<file path="src/rtl/blft_pkg.sv">
// Shared sizes, state encoding and counter helper for the bilateral filter frame server.
package blft_pkg;

  localparam int ADDR_W  = 16;
  localparam int DATA_W  = 8;
  localparam int IMG_DIM = 256;
  localparam int CNT_W   = 17;

  typedef enum logic [2:0] {
    S_IDLE    = 3'd0,
    S_ISSUE   = 3'd1,
    S_WAIT    = 3'd2,
    S_PRESENT = 3'd3,
    S_GAP     = 3'd4,
    S_DONE    = 3'd5
  } blft_srv_state_t;

  // Counters stick at all-ones so overreads stay visible instead of wrapping.
  function automatic logic [CNT_W-1:0] sat_inc(input logic [CNT_W-1:0] v);
    logic [CNT_W-1:0] r;
    if (&v) begin
      r = v;
    end else begin
      r = v + {{(CNT_W-1){1'b0}}, 1'b1};
    end
    return r;
  endfunction

endpackage

</file>
<file path="src/rtl/blft_wr_capture.sv">
// Destination-RAM write register: one write per accepted filter result, one cycle later.
module blft_wr_capture
  import blft_pkg::*;
#(
  parameter int ADDR_W = blft_pkg::ADDR_W,
  parameter int DATA_W = blft_pkg::DATA_W
) (
  input  logic              clk,
  input  logic              rst,
  input  logic              i_clr,
  input  logic              i_busy,
  input  logic              i_valid,
  input  logic [ADDR_W-1:0] i_addr,
  input  logic [DATA_W-1:0] i_data,
  output logic              o_we,
  output logic [ADDR_W-1:0] o_addr,
  output logic [DATA_W-1:0] o_data,
  output logic [CNT_W-1:0]  o_count
);

  logic              r_we;
  logic [ADDR_W-1:0] r_addr;
  logic [DATA_W-1:0] r_data;
  logic [CNT_W-1:0]  r_count;
  logic              w_take;

  assign w_take = i_valid & i_busy;

  // Results arriving outside a frame are dropped; repeats of an address are not merged.
  always_ff @(posedge clk or posedge rst) begin
    if (rst) begin
      r_we    <= 1'b0;
      r_addr  <= {ADDR_W{1'b0}};
      r_data  <= {DATA_W{1'b0}};
      r_count <= {CNT_W{1'b0}};
    end else begin
      r_we <= w_take;
      if (w_take) begin
        r_addr <= i_addr;
        r_data <= i_data;
      end else begin
        r_addr <= r_addr;
        r_data <= r_data;
      end
      if (i_clr) begin
        r_count <= {CNT_W{1'b0}};
      end else if (w_take) begin
        r_count <= sat_inc(r_count);
      end else begin
        r_count <= r_count;
      end
    end
  end

  assign o_we    = r_we;
  assign o_addr  = r_addr;
  assign o_data  = r_data;
  assign o_count = r_count;

endmodule

</file>
<file path="src/rtl/blft_frame_server.sv">
// Memory-side responder for the bilateral filter: serves pixel reads from the source RAM,
// captures results into the destination RAM and frames the run with start/busy/done.
module blft_frame_server
  import blft_pkg::*;
#(
  parameter int ADDR_W = blft_pkg::ADDR_W,
  parameter int DATA_W = blft_pkg::DATA_W,
  parameter int RD_LAT = 1
) (
  input  logic              clk,
  input  logic              rst,
  input  logic              start,
  input  logic [3:0]        cfg_gap,
  output logic              busy,
  output logic              done,
  output logic [CNT_W-1:0]  rd_count,
  output logic [CNT_W-1:0]  wr_count,
  input  logic [ADDR_W-1:0] f_in_addr,
  output logic              f_in_valid,
  output logic [DATA_W-1:0] f_in_data,
  input  logic              f_out_valid,
  input  logic [ADDR_W-1:0] f_out_addr,
  input  logic [DATA_W-1:0] f_out_data,
  input  logic              f_finish,
  output logic              src_rd_en,
  output logic [ADDR_W-1:0] src_addr,
  input  logic [DATA_W-1:0] src_rdata,
  output logic              dst_we,
  output logic [ADDR_W-1:0] dst_addr,
  output logic [DATA_W-1:0] dst_wdata
);

  blft_srv_state_t   r_state;
  logic              r_busy;
  logic              r_done;
  logic              r_f_in_valid;
  logic [DATA_W-1:0] r_data_hold;
  logic [ADDR_W-1:0] r_addr_q;
  logic [3:0]        r_gap_cnt;
  logic [CNT_W-1:0]  r_rd_count;
  logic              w_start_ok;

  assign w_start_ok = start && ((r_state == S_IDLE) || (r_state == S_DONE));

  // Read FSM; start outranks f_finish because finish is only honoured while busy.
  always_ff @(posedge clk or posedge rst) begin
    if (rst) begin
      r_state      <= S_IDLE;
      r_busy       <= 1'b0;
      r_done       <= 1'b0;
      r_f_in_valid <= 1'b0;
      r_data_hold  <= {DATA_W{1'b0}};
      r_addr_q     <= {ADDR_W{1'b0}};
      r_gap_cnt    <= 4'd0;
      r_rd_count   <= {CNT_W{1'b0}};
    end else begin
      r_f_in_valid <= 1'b0;
      if (r_f_in_valid) begin
        r_data_hold <= src_rdata;
        r_rd_count  <= sat_inc(r_rd_count);
      end else begin
        r_data_hold <= r_data_hold;
      end
      if (w_start_ok) begin
        r_state    <= S_ISSUE;
        r_busy     <= 1'b1;
        r_done     <= 1'b0;
        r_rd_count <= {CNT_W{1'b0}};
      end else if (r_busy && f_finish) begin
        r_state <= S_DONE;
        r_busy  <= 1'b0;
        r_done  <= 1'b1;
      end else begin
        case (r_state)
          S_ISSUE: begin
            r_addr_q <= f_in_addr;
            if (RD_LAT == 1) begin
              r_state      <= S_PRESENT;
              r_f_in_valid <= 1'b1;
            end else begin
              r_state <= S_WAIT;
            end
          end
          S_WAIT: begin
            r_state      <= S_PRESENT;
            r_f_in_valid <= 1'b1;
          end
          S_PRESENT: begin
            if (cfg_gap != 4'd0) begin
              r_state   <= S_GAP;
              r_gap_cnt <= cfg_gap - 4'd1;
            end else begin
              r_state <= S_ISSUE;
            end
          end
          S_GAP: begin
            if (r_gap_cnt == 4'd0) begin
              r_state <= S_ISSUE;
            end else begin
              r_gap_cnt <= r_gap_cnt - 4'd1;
            end
          end
          S_IDLE, S_DONE: begin
            r_state <= r_state;
          end
          default: begin
            r_state <= S_IDLE;
            r_busy  <= 1'b0;
          end
        endcase
      end
    end
  end

  // The RAM address must be presented in the ISSUE cycle itself, so this path is combinational.
  assign src_rd_en  = (r_state == S_ISSUE);
  assign src_addr   = src_rd_en ? f_in_addr : r_addr_q;
  assign f_in_valid = r_f_in_valid;
  assign f_in_data  = r_f_in_valid ? src_rdata : r_data_hold;
  assign busy       = r_busy;
  assign done       = r_done;
  assign rd_count   = r_rd_count;

  blft_wr_capture #(
    .ADDR_W (ADDR_W),
    .DATA_W (DATA_W)
  ) u_wr_capture (
    .clk     (clk),
    .rst     (rst),
    .i_clr   (w_start_ok),
    .i_busy  (r_busy),
    .i_valid (f_out_valid),
    .i_addr  (f_out_addr),
    .i_data  (f_out_data),
    .o_we    (dst_we),
    .o_addr  (dst_addr),
    .o_data  (dst_wdata),
    .o_count (wr_count)
  );

endmodule
</file>
<file path="config.mk">
export PLATFORM = sky130hd
export DESIGN_NAME = blft_frame_server
export DESIGN_NICKNAME = d
export VERILOG_FILES = /design/src/rtl/blft_pkg.sv /design/src/rtl/blft_wr_capture.sv /design/src/rtl/blft_frame_server.sv
export SDC_FILE = /design/constraint.sdc
export NUM_CORES = 1
export LEC_CHECK = 0
export BUFFER_PORTS_ARGS = -buffer_cell sky130_fd_sc_hd__buf_2
export CORE_ASPECT_RATIO = 0.8
export CORE_MARGIN = 5
export CORE_UTILIZATION = 46
export DETAILED_ROUTE_END_ITERATION = 7
export GPL_TIMING_DRIVEN = 0
export PLACE_DENSITY = 0.77
export SYNTH_ARGS = -nofsm -noshare
export SYNTH_HDL_FRONTEND = slang
export SYNTH_SLANG_ARGS = --single-unit
</file>
<file path="constraint.sdc">
create_clock -name clk -period 2.8 [get_ports clk]
set_clock_uncertainty 0.15 [all_clocks]
set_input_delay 0.28 -clock clk [delete_from_list [all_inputs] [get_ports clk]]
set_output_delay 0.28 -clock clk [all_outputs]
set_load 0.02 [all_outputs]
</file>
# [Word-level counts from Yosys, hierarchy flattened]
# Cells that the tools add are included.
[word_totals] register_bits=93 input_bits=57 output_inout_bits=87 elab_cells=75
[op_classes] n_addsub=4 eq_ne=12 mux=24 n_bitwise=3 reduce_logical=20
[op_table] operator="17-bit 2-to-1 mux" n=6
[op_table] operator="17-bit by 1-bit adder with 17-bit output, second input constant" n=2
[op_table] operator="17-bit AND reduction" n=2
[op_table] operator="16-bit 2-to-1 mux" n=1
[op_table] operator="3-bit 2-to-1 mux" n=4
[op_table] operator="3-bit case mux with 4 select lines" n=1
[op_table] operator="1-bit 2-to-1 mux" n=8
[op_table] operator="4-bit 2-to-1 mux" n=2
[op_table] operator="8-bit 2-to-1 mux" n=1
[op_table] operator="4-bit case mux with 2 select lines" n=1
[op_table] operator="2-bit AND reduction" n=4
[op_table] operator="2-bit nonzero test" n=4
[op_table] operator="4-bit by 1-bit subtractor with 4-bit output, second input constant" n=2
[op_table] operator="3-bit by 2-bit equality test with 1-bit output, second input constant" n=2
[op_table] operator="3-bit equality test, second input constant" n=2
[op_table] operator="6-bit OR reduction" n=1
[op_table] operator="5-bit AND reduction" n=1
[op_table] operator="4-bit logical NOT" n=1
[op_table] operator="2-bit by 1-bit != test with 1-bit output, second input constant" n=2
[op_table] operator="2-bit != test, second input constant" n=2
[op_table] operator="4-bit by 3-bit != test with 1-bit output, second input constant" n=1
[op_table] operator="4-bit nonzero test" n=1
[op_table] operator="2-bit OR reduction" n=2
[op_table] operator="3-bit by 1-bit equality test with 1-bit output, second input constant" n=1
[op_table] operator="7 further kinds" n=9

# [Longest topological paths before layout]
# Gate-level depths: netlist of run 1.
[logic_depth] depth_word=5 ltp_mapped=10 ltp_nobuf=9

# [Hierarchy]
# From an unflattened synthesis of run 1, not the netlist that was laid out.
[hier_totals] hier_cells=369 hier_area_um2=4394.2
[modules_own_cells] mod="blft_frame_server" n_inst=1 cells_each=226 area_each_um2=2592.5 seq_area_each_um2=1276.2
[modules_own_cells] mod="blft_wr_capture" n_inst=1 cells_each=143 area_each_um2=1801.7 seq_area_each_um2=1051.0

# [Worst setup path after synthesis of run 1]
# No wires, ideal clock.
[synth_path] kind="register to register" start="register u_wr_capture.r_count[0] (netlist: u_wr_capture.o_count[0])" end="register u_wr_capture.r_count[12] (netlist: u_wr_capture.o_count[12])" setup_ns=0.078 arrival_time_ns=2.460 required_time_ns=2.572 path_slack_ns=0.112 stages_incl_launch_ff=10 path_buffers=0 period_less_slack_ns=2.688 cell_sequence="dfrtp_1 ha_1 and2_1 nand2_1 nor4_1 ha_1 nand3b_1 or4b_1 or3_1 a21oi_1"
[synth_via] elab_chain_len=4
[synth_lines] item="start: declaration" line_no="blft_wr_capture.sv:24" text="logic [CNT_W-1:0] r_count;"
[synth_lines] item="start signal: assignment" line_no="blft_wr_capture.sv:35" text="r_count <= {CNT_W{1'b0}};"
[synth_lines] item="start signal: assignment" line_no="blft_wr_capture.sv:46" text="r_count <= {CNT_W{1'b0}};"
[synth_lines] item="start signal: assignment" line_no="blft_wr_capture.sv:48" text="r_count <= sat_inc(r_count);"
[synth_lines] item="17-bit by 1-bit adder with 17-bit output" line_no="blft_pkg.sv:24" text="r = v + {{(CNT_W-1){1'b0}}, 1'b1};"
[synth_lines] item="17-bit 2-to-1 mux" line_no="blft_pkg.sv:21" text="if (&v) begin"
[synth_lines] item="17-bit 2-to-1 mux" line_no="blft_wr_capture.sv:47" text="end else if (w_take) begin"
[synth_lines] item="17-bit 2-to-1 mux" line_no="blft_wr_capture.sv:45" text="if (i_clr) begin"
# Parallel ways exist; a longest one is shown, timed or not. The select of a mux whose other input is x is not followed.
# A chain may end at the register's enable or synchronous reset.

# [Worst setup path after layout of run 1]
[layout_path] start="register u_wr_capture.r_count[0] (netlist: u_wr_capture.o_count[0])" end="register u_wr_capture.r_count[15] (netlist: u_wr_capture.o_count[15])"
# Same word-level chain as after synthesis.

==> results of run 1 <==
-- cell type report --
type | instances | area (um2)
antenna | 1 | 2.502
buffer | 17 | 73.82
clock buffer | 10 | 229.0
clock inverter | 5 | 52.55
fill | 745 | 3552
inverter | 9 | 37.54
multi-input combinational | 251 | 1906
sequential | 93 | 2330
tap | 115 | 143.9
timing repair buffer | 149 | 788.3
-- report_power, final --
group / internal, mW / switching [mW]
sequential: 1.83 / 0.271
clock: 0.682 / 0.494
combinational: 1.19 / 1.58
total: 3.71 / 2.34
-- metrics by stage --
step                      setup WS [ps]    util  power (mW)
after floorplan                   112.3       -       4.043
after global placement            28.37  0.5686       4.774
after detailed placement         -36.65  0.5730       4.899
after CTS                         85.53  0.6074       6.105
after global routing             -6.668  0.6100       6.459
final                             126.4  0.6103       6.048
-- metal layers --
layer	vias up	global-route usage	wire length (um)
met5	-	0	0
met4	0	0.05026	138
met3	12	0.07405	929
met2	122	0.2970	4875
met1	1659	0.2170	4064
li1	1640	-	-
-- flip-flops by register name, summed over array words and instances (netlist names) --
register and flops:
r_addr_q 16, r_data_hold 8, u_wr_capture.o_we 1, u_wr_capture.o_addr 16
done 1, r_gap_cnt 4, u_wr_capture.o_data 8, f_in_valid 1
rd_count 17, u_wr_capture.o_count 17, r_state 3, busy 1
-- Yosys cell counts (all sizes together) (2+ instances only) --
library cell,count,area [um2]
nor2,23,86.33
or2,2,12.51
nand2,24,90.09
or3,12,75.07
clkbuf,11,41.29
nor4,4,25.02
nand4,6,37.54
ha,5,62.56
o31ai,2,15.01
nand3,11,60.06
and4,2,17.52
inv,9,33.78
xor2,8,70.07
nand3b,2,15.01
nor3,6,30.03
and3,3,18.77
and2,4,25.02
xnor2,12,105.1
buf,6,32.53
or4,4,30.03
nor2b,3,18.77
dfrtp,93,2327
a21oi,17,85.08
mux2i,2,20.02
o41ai,2,17.52
o21ai,14,70.07
o31a,2,17.52
mux2,65,732.0
-- final timing paths --
path                                                        end                                start
min in group asynchronous              r_gap_cnt[2]$_DFFE_PP0P_                                  rst
hold / removal               u_wr_capture.o_data[6]$_DFFE_PP0P_                        f_out_data[6]
max in group asynchronous               rd_count[8]$_DFFE_PP0P_                                  rst
setup / recovery           u_wr_capture.o_count[15]$_DFFE_PP0P_  u_wr_capture.o_count[0]$_DFFE_PP0P_
setup reg to reg           u_wr_capture.o_count[15]$_DFFE_PP0P_  u_wr_capture.o_count[0]$_DFFE_PP0P_
hold reg to reg                        r_data_hold[7]$_DFF_PP0_             r_data_hold[7]$_DFF_PP0_
-- cell families after synthesis --
kind of cell	count (synthesis)	synth area share
xor gates and xnor gates	20	0.04056
and+or+nand+nor	113	0.1405
DFF	93	0.5388
adders and majority gates	5	0.01448
AOI/OAI and AO/OA	46	0.06663
muxes	67	0.1741
buffers and inverters	26	0.02491
-- worst max-delay path, cell delays in order, from the launching register on --
cell,delay [ps]
dfrtp_1,420
ha_1,230
and2_2,230
nand2_1,70
nor4_1,50
ha_1,190
nand3b_1,230
or4_4,560
or3_4,350
a21oi_2,140
-- timing repair --
action                     4_1_cts  5_1_grt
hold buffers                     1        0
pin swaps                        0        2
setup endpoints to repair        5        7
hold endpoints to repair        14        0
buffers inserted                 2        1
gates resized for setup          2        6
==> metrics.txt, run 1 <==
crit path capture type flip-flop; CP Data Required Time 2920 ps; register area share after synthesis 0.5388; most frequent cells in the layout buf_2, dfrtp_1, mux2_2; Cell Area, Synth 4319 um2; Hold WS 23.01 ps; Global Route Usage Sum 0.1799; drt via density 5.282; setup violators final 0; clock-pin slew on the worst setup and hold paths 60 ps; area grow syn2layout 28.80%; Initial Utilization 0.4739; #FFs+latches synth 93; layout cells sized above 1 0.4663; port bufs 143; syn nets 432; first-pass GRT wire length 17.15 mm; DIE HEIGHT 96.67 um; Top-Level Pins 144; area post-placement 5223 um2; Slew HR 0.5541; Inst Count DP 630; Primary FF master, synth dfrtp_1; vias in the first global route 3620; Worst Hold Depth 2; VDD IR max 0.9085 mV; CP Max Fanout 6; CTS Sinks 93; status complete, no violations; final instance area 5563 um2; Routed WL 10.01 mm; Leak 2.637 nW; r2r setup slk 130 ps; drt drc 0; Post-synth ARST share 1.000; Slew Viols, Final 0; clk_lat worst skew 340 ps; htree depth 3; Post-Synthesis Cells 370; nets@finish 592; antenna viol nets, final 0; Register-to-Register Path Depth 9; via count 3433; Power Density 1087 nW/um2; most common cell after layout, fill and taps aside buf_2; Final Cycle Share 0.9549; Post-Syn Area per Cell 11.67 um2; Std-Cell Rows 31; worst hold-check path type input port to flip-flop; initial antenna violation count 0; Worst-Margin Slew 665.9 ps; CP Class flip-flop to flip-flop; Post-synth EDFFs 0; # Max-Cap Violations 0; largest net degree at the start of global routing 42; CTS tree yes; half-perimeter wire length after placement 7.370 mm; CTS Buf Count 9; core area 9115 um2; CP Launch Type flip-flop; Fin. Hold Viols 0; routed len/inst 15.40 um; Crit path arrival time 2790 ps; First-pass DRT Iterations 4; final non-filler cell total 650; gpl congestion 0.8063; yosys warns 0; total grt overflow 0; Yosys cell types 46; Total Neg Setup Slack 0 ps; Starting DRT DRC Count 157; Max clock buf depth 2; Tmin final 2674 ps; Die ar. 11440 um2; root buf cell clkbuf_16; Fmax 0.3740 GHz; Die X 118.3 um
Note: power is estimated with default switching activity, not from simulation.
==> run 2: changes to the inputs <==
CORE_ASPECT_RATIO = 1.2   (was 0.8)
SETUP_SLACK_MARGIN = 0.3   (was not set)
==> metrics.txt, run 2 (synthesis results as in run 1) <==
most common cell after layout, fill and taps aside buf_2; Leak 2.831 nW; via count 3644; gpl congestion 0.8531; vias in the first global route 3694; core area 9129 um2; Tmin final 2479 ps; setup violators final 0; Initial Utilization 0.4731; Starting DRT DRC Count 118; CTS tree yes; Total Neg Setup Slack 0 ps; CTS Sinks 93; Fin. Hold Viols 0; most frequent cells in the layout buf_2, dfrtp_1, mux2_2; htree depth 3; largest net degree at the start of global routing 38; Fmax 0.4035 GHz; area grow syn2layout 38.88%; unrepaired setup endpoints after global routing yes; Std-Cell Rows 38; first-pass GRT wire length 17.16 mm; CP Launch Type flip-flop; crit path capture type flip-flop; initial antenna violation count 0; routed len/inst 15.32 um; CP Data Required Time 2930 ps; Crit path arrival time 2610 ps; layout cells sized above 1 0.5061; clock-pin slew on the worst setup and hold paths 90 ps; Slew HR 0.5562; total grt overflow 0; Slew Viols, Final 0; First-pass DRT Iterations 5; final non-filler cell total 695; DIE HEIGHT 116.1 um; half-perimeter wire length after placement 7.355 mm; Inst Count DP 635; Placement Setup Slack 159.6 ps; ant diodes 0; nets@finish 632; root buf cell clkbuf_8; Final Util 0.6571; status complete, no violations; CP Class flip-flop to flip-flop; Global Route Usage Sum 0.1866; Die ar. 11440 um2; worst hold-check path type input port to flip-flop; clk_lat worst skew 350 ps; CP Max Fanout 5; r2r setup slk 320 ps; Hold WS 22.13 ps; Worst-Margin Slew 664.3 ps; # Max-Cap Violations 0; Top-Level Pins 144; CTS Buf Count 9; Die X 98.46 um; fin worst setup slack 321.4 ps; antenna viol nets, final 0; Max clock buf depth 2; Routed WL 10.65 mm; drt drc 0; drt via density 5.243; VDD IR max 0.7068 mV; Power Density 992.0 nW/um2; port bufs 143; Final Cycle Share 0.8852
==> run 2: power breakdown <==
group | switching (mW) | total, mW | leakage [nW] | internal, mW
Clock | 0.441 | 0.904 | 0.104 | 0.463
Combinational | 1.61 | 2.92 | 1.57 | 1.31
Sequential | 0.291 | 2.13 | 1.16 | 1.84
==> run 2: stage by stage <==
step / area [um2] / power, mW
floorplan: 4357 / 4.060
global placement: 5223 / 4.793
detailed placement: 5263 / 4.907
CTS: 5846 / 5.926
global route: 5998 / 6.350
finish: 5998 / 5.950
==> run 2: timing repair <==
action | CTS | global route
endpoints found under the setup margin | 20 | 31
buffers inserted | 12 | 8
pin swaps | 6 | 9
cloned | 0 | 0
gates resized for setup | 13 | 25
hold buffers | 24 | 0
endpoints found under the hold margin | 50 | 0
==> run 2: per-layer routing <==
metal | GRT usage | vias to the layer above | wire length [um]
met5 | 0 | - | 0
met4 | 0.06193 | 0 | 205
met3 | 0.06213 | 17 | 839
met2 | 0.3248 | 132 | 5500
met1 | 0.2189 | 1781 | 4102
li1 | - | 1714 | -
==> run 2: final timing paths <==
kind                                                      from                                   end  cells past startpoint
max                        u_wr_capture.o_count[1]$_DFFE_PP0P_  u_wr_capture.o_count[12]$_DFFE_PP0P_                      9
min                                             f_out_addr[14]   u_wr_capture.o_addr[14]$_DFFE_PP0P_                      2
max reg2reg                u_wr_capture.o_count[1]$_DFFE_PP0P_  u_wr_capture.o_count[12]$_DFFE_PP0P_                      9
min reg2reg                           r_data_hold[5]$_DFF_PP0_              r_data_hold[5]$_DFF_PP0_                      1
max in group asynchronous                                  rst   u_wr_capture.o_count[0]$_DFFE_PP0P_                      4
min in group asynchronous                                  rst               r_addr_q[6]$_DFFE_PP0P_                      3
==> run 2: area by class of cell <==
type	instances	area [um2]
plain buffers	17	101.3
clock buffers	13	158.9
clock inverters	3	43.79
fillers	736	3131
inverters	9	37.54
multi-input cells	251	2022
flip-flops and latches	93	2338
well taps	120	150.1
repair buffers	189	1146
==> run 2: worst max-delay path: stages (launching register included) <==
cell and delay (ps):
dfrtp_2 430, ha_4 160, and2_4 160, nand2_2 50, nor4_1 40, ha_2 180, nand3b_1 230, or4b_4 540
or3_1 320, a21oi_1 140
==> run 3: changes to the inputs <==
CORE_UTILIZATION = 35   (was 46)
PLACE_DENSITY = not set   (was 0.77)
==> metrics.txt, run 3 (synthesis results as in run 1) <==
status complete, no violations; total grt overflow 0; vias in the first global route 3541; VDD IR max 0.6021 mV; fillers 1166; Fin. Hold Viols 0; gpl congestion 0.7880; Top-Level Pins 144; reg2reg start u_wr_capture.o_count[0]$_DFFE_PP0P_; Power Density 1050 nW/um2; half-perimeter wire length after placement 7.939 mm; Worst-Margin Slew 557.2 ps; Leak 2.739 nW; clock-pin slew on the worst setup and hold paths 70 ps; root buf cell clkbuf_16; most common cell after layout, fill and taps aside buf_2; Total Neg Setup Slack 0 ps; CTS Sinks 93; antenna viol nets, final 0; Worst Min Path Start f_out_data[1]; port bufs 143; CP Max Fanout 5; layout cells sized above 1 0.5319; Worst path slowest cell or4b_4; clk_lat worst skew 340 ps; Crit path arrival time 2620 ps; Global Route Usage Sum 0.1455; Placement Setup Slack 148.5 ps; Final Cycle Share 0.8970; Pwr Total 6.169 mW; CP startpoint u_wr_capture.o_count[0]$_DFFE_PP0P_; Slew HR 0.6285; DIE HEIGHT 131.7 um; Fmax 0.3982 GHz; Starting DRT DRC Count 127; crit-path max cell delay 550 ps; CTS tree yes; initial antenna violation count 0; Die X 111.4 um; Tmin final 2512 ps; cell chain of the critical path ha_4 > and2_4 > nand2_2 > nor4_2 > ha_2 > nand3b_1 > or4b_4 > or3_4 > a21oi_2; Routed WL 10.49 mm; ant diodes 0; core area 12110 um2; nets@finish 606; htree depth 3; most frequent cells in the layout buf_2, dfrtp_1, mux2_2; area grow syn2layout 35.98%; CP Data Required Time 2910 ps; Initial Utilization 0.3566; fin worst setup slack 288.5 ps; routed len/inst 14.77 um; drt drc 0; area post-placement 5314 um2; Die ar. 14670 um2; worst hold-check path type input port to flip-flop; Final Util 0.4849; via count 3451; largest net degree at the start of global routing 38; final instance area 5873 um2; CP Class flip-flop to flip-flop; Std-Cell Rows 44; Worst Hold Depth 2; CTS Buf Count 9; Slew Viols, Final 0; Max clock buf depth 2; crit path capture type flip-flop; first-pass GRT wire length 17.55 mm; drt via density 4.861; setup violators final 0; unrepaired setup endpoints after global routing yes; Register-to-Register Path Depth 9; # Max-Cap Violations 0; CP Launch Type flip-flop; First-pass DRT Iterations 4
## run 3: cell types whose count changed in the layout (fill, tap and decap cells not counted), moves of 2 or more
cell,delta
clkbuf_16,+9
buf_4,-2
o21ai_0,+2
clkbuf_1,-3
dlygate4sd3_1,-23
or3_4,+2
clkbuf_8,-10
nor4_2,+2
or3_1,-2
inv_6,+2
o21ai_1,-2
clkinvlp_4,+2
## run 3: worst paths after layout
check	end	slack, ps
setup / recovery	u_wr_capture.o_count[12]$_DFFE_PP0P_	290
hold / removal	u_wr_capture.o_data[1]$_DFFE_PP0P_	20
setup reg to reg	u_wr_capture.o_count[12]$_DFFE_PP0P_	290
hold reg to reg	r_addr_q[2]$_DFFE_PP0P_	350
max in group asynchronous	u_wr_capture.o_count[0]$_DFFE_PP0P_	1530
min in group asynchronous	r_data_hold[2]$_DFF_PP0_	380
## run 3: cell type report
cell class | instances | area, um2 | area share
clock buffer | 10 | 239.0 | 0.04069
sequential | 93 | 2337 | 0.3980
timing repair buffer | 163 | 893.4 | 0.1521
clock inverter | 6 | 46.29 | 0.007882
multi-input combinational | 251 | 2019 | 0.3438
tap | 161 | 201.4 | 0.03430
inverter | 9 | 37.54 | 0.006391
buffer | 17 | 98.84 | 0.01683
## run 3: where the power goes
group	total (mW)	internal [mW]	switching [mW]	leakage (nW)
Clock	1.16	0.632	0.524	0.135
Sequential	2.11	1.84	0.270	1.16
Combinational	2.91	1.29	1.61	1.45
Total	6.17	3.76	2.41	2.74
## run 3: metal layers
layer / global-route usage / vias to the layer above / wire, um / share of wire
met5: 0 / - / 0 / 0
met4: 0.04801 / 0 / 137 / 0.013
met3: 0.04554 / 10 / 630 / 0.060
met2: 0.2529 / 82 / 5521 / 0.53
met1: 0.1705 / 1686 / 4200 / 0.40
li1: - / 1673 / - / -
## run 3: critical path: cells and delay by family (launching register included)
kind                       cells  cell delay [ps]
adders and majority gates      2              350
and+or+nand+nor                6             1370
AOI/OAI and AO/OA              1              120
DFF                            1              430
## run 3: stage by stage
| stage | std cells | hold slack [ps] |
|---|---|---|
| finish | 710 | 20.20 |
| global route | 710 | 3.106 |
| global placement | 674 | 328.3 |
| detailed placement | 676 | 198.1 |
| floorplan | 370 | 280.6 |
| CTS | 704 | 4.844 |
## run 3: what timing repair did
action | CTS | global route
pin swaps | 7 | 3
setup buffers | 11 | 6
endpoints found under the setup margin | 20 | 35
resized for setup | 13 | 25
hold buffers | 1 | 0
hold endpoints to repair | 19 | 0
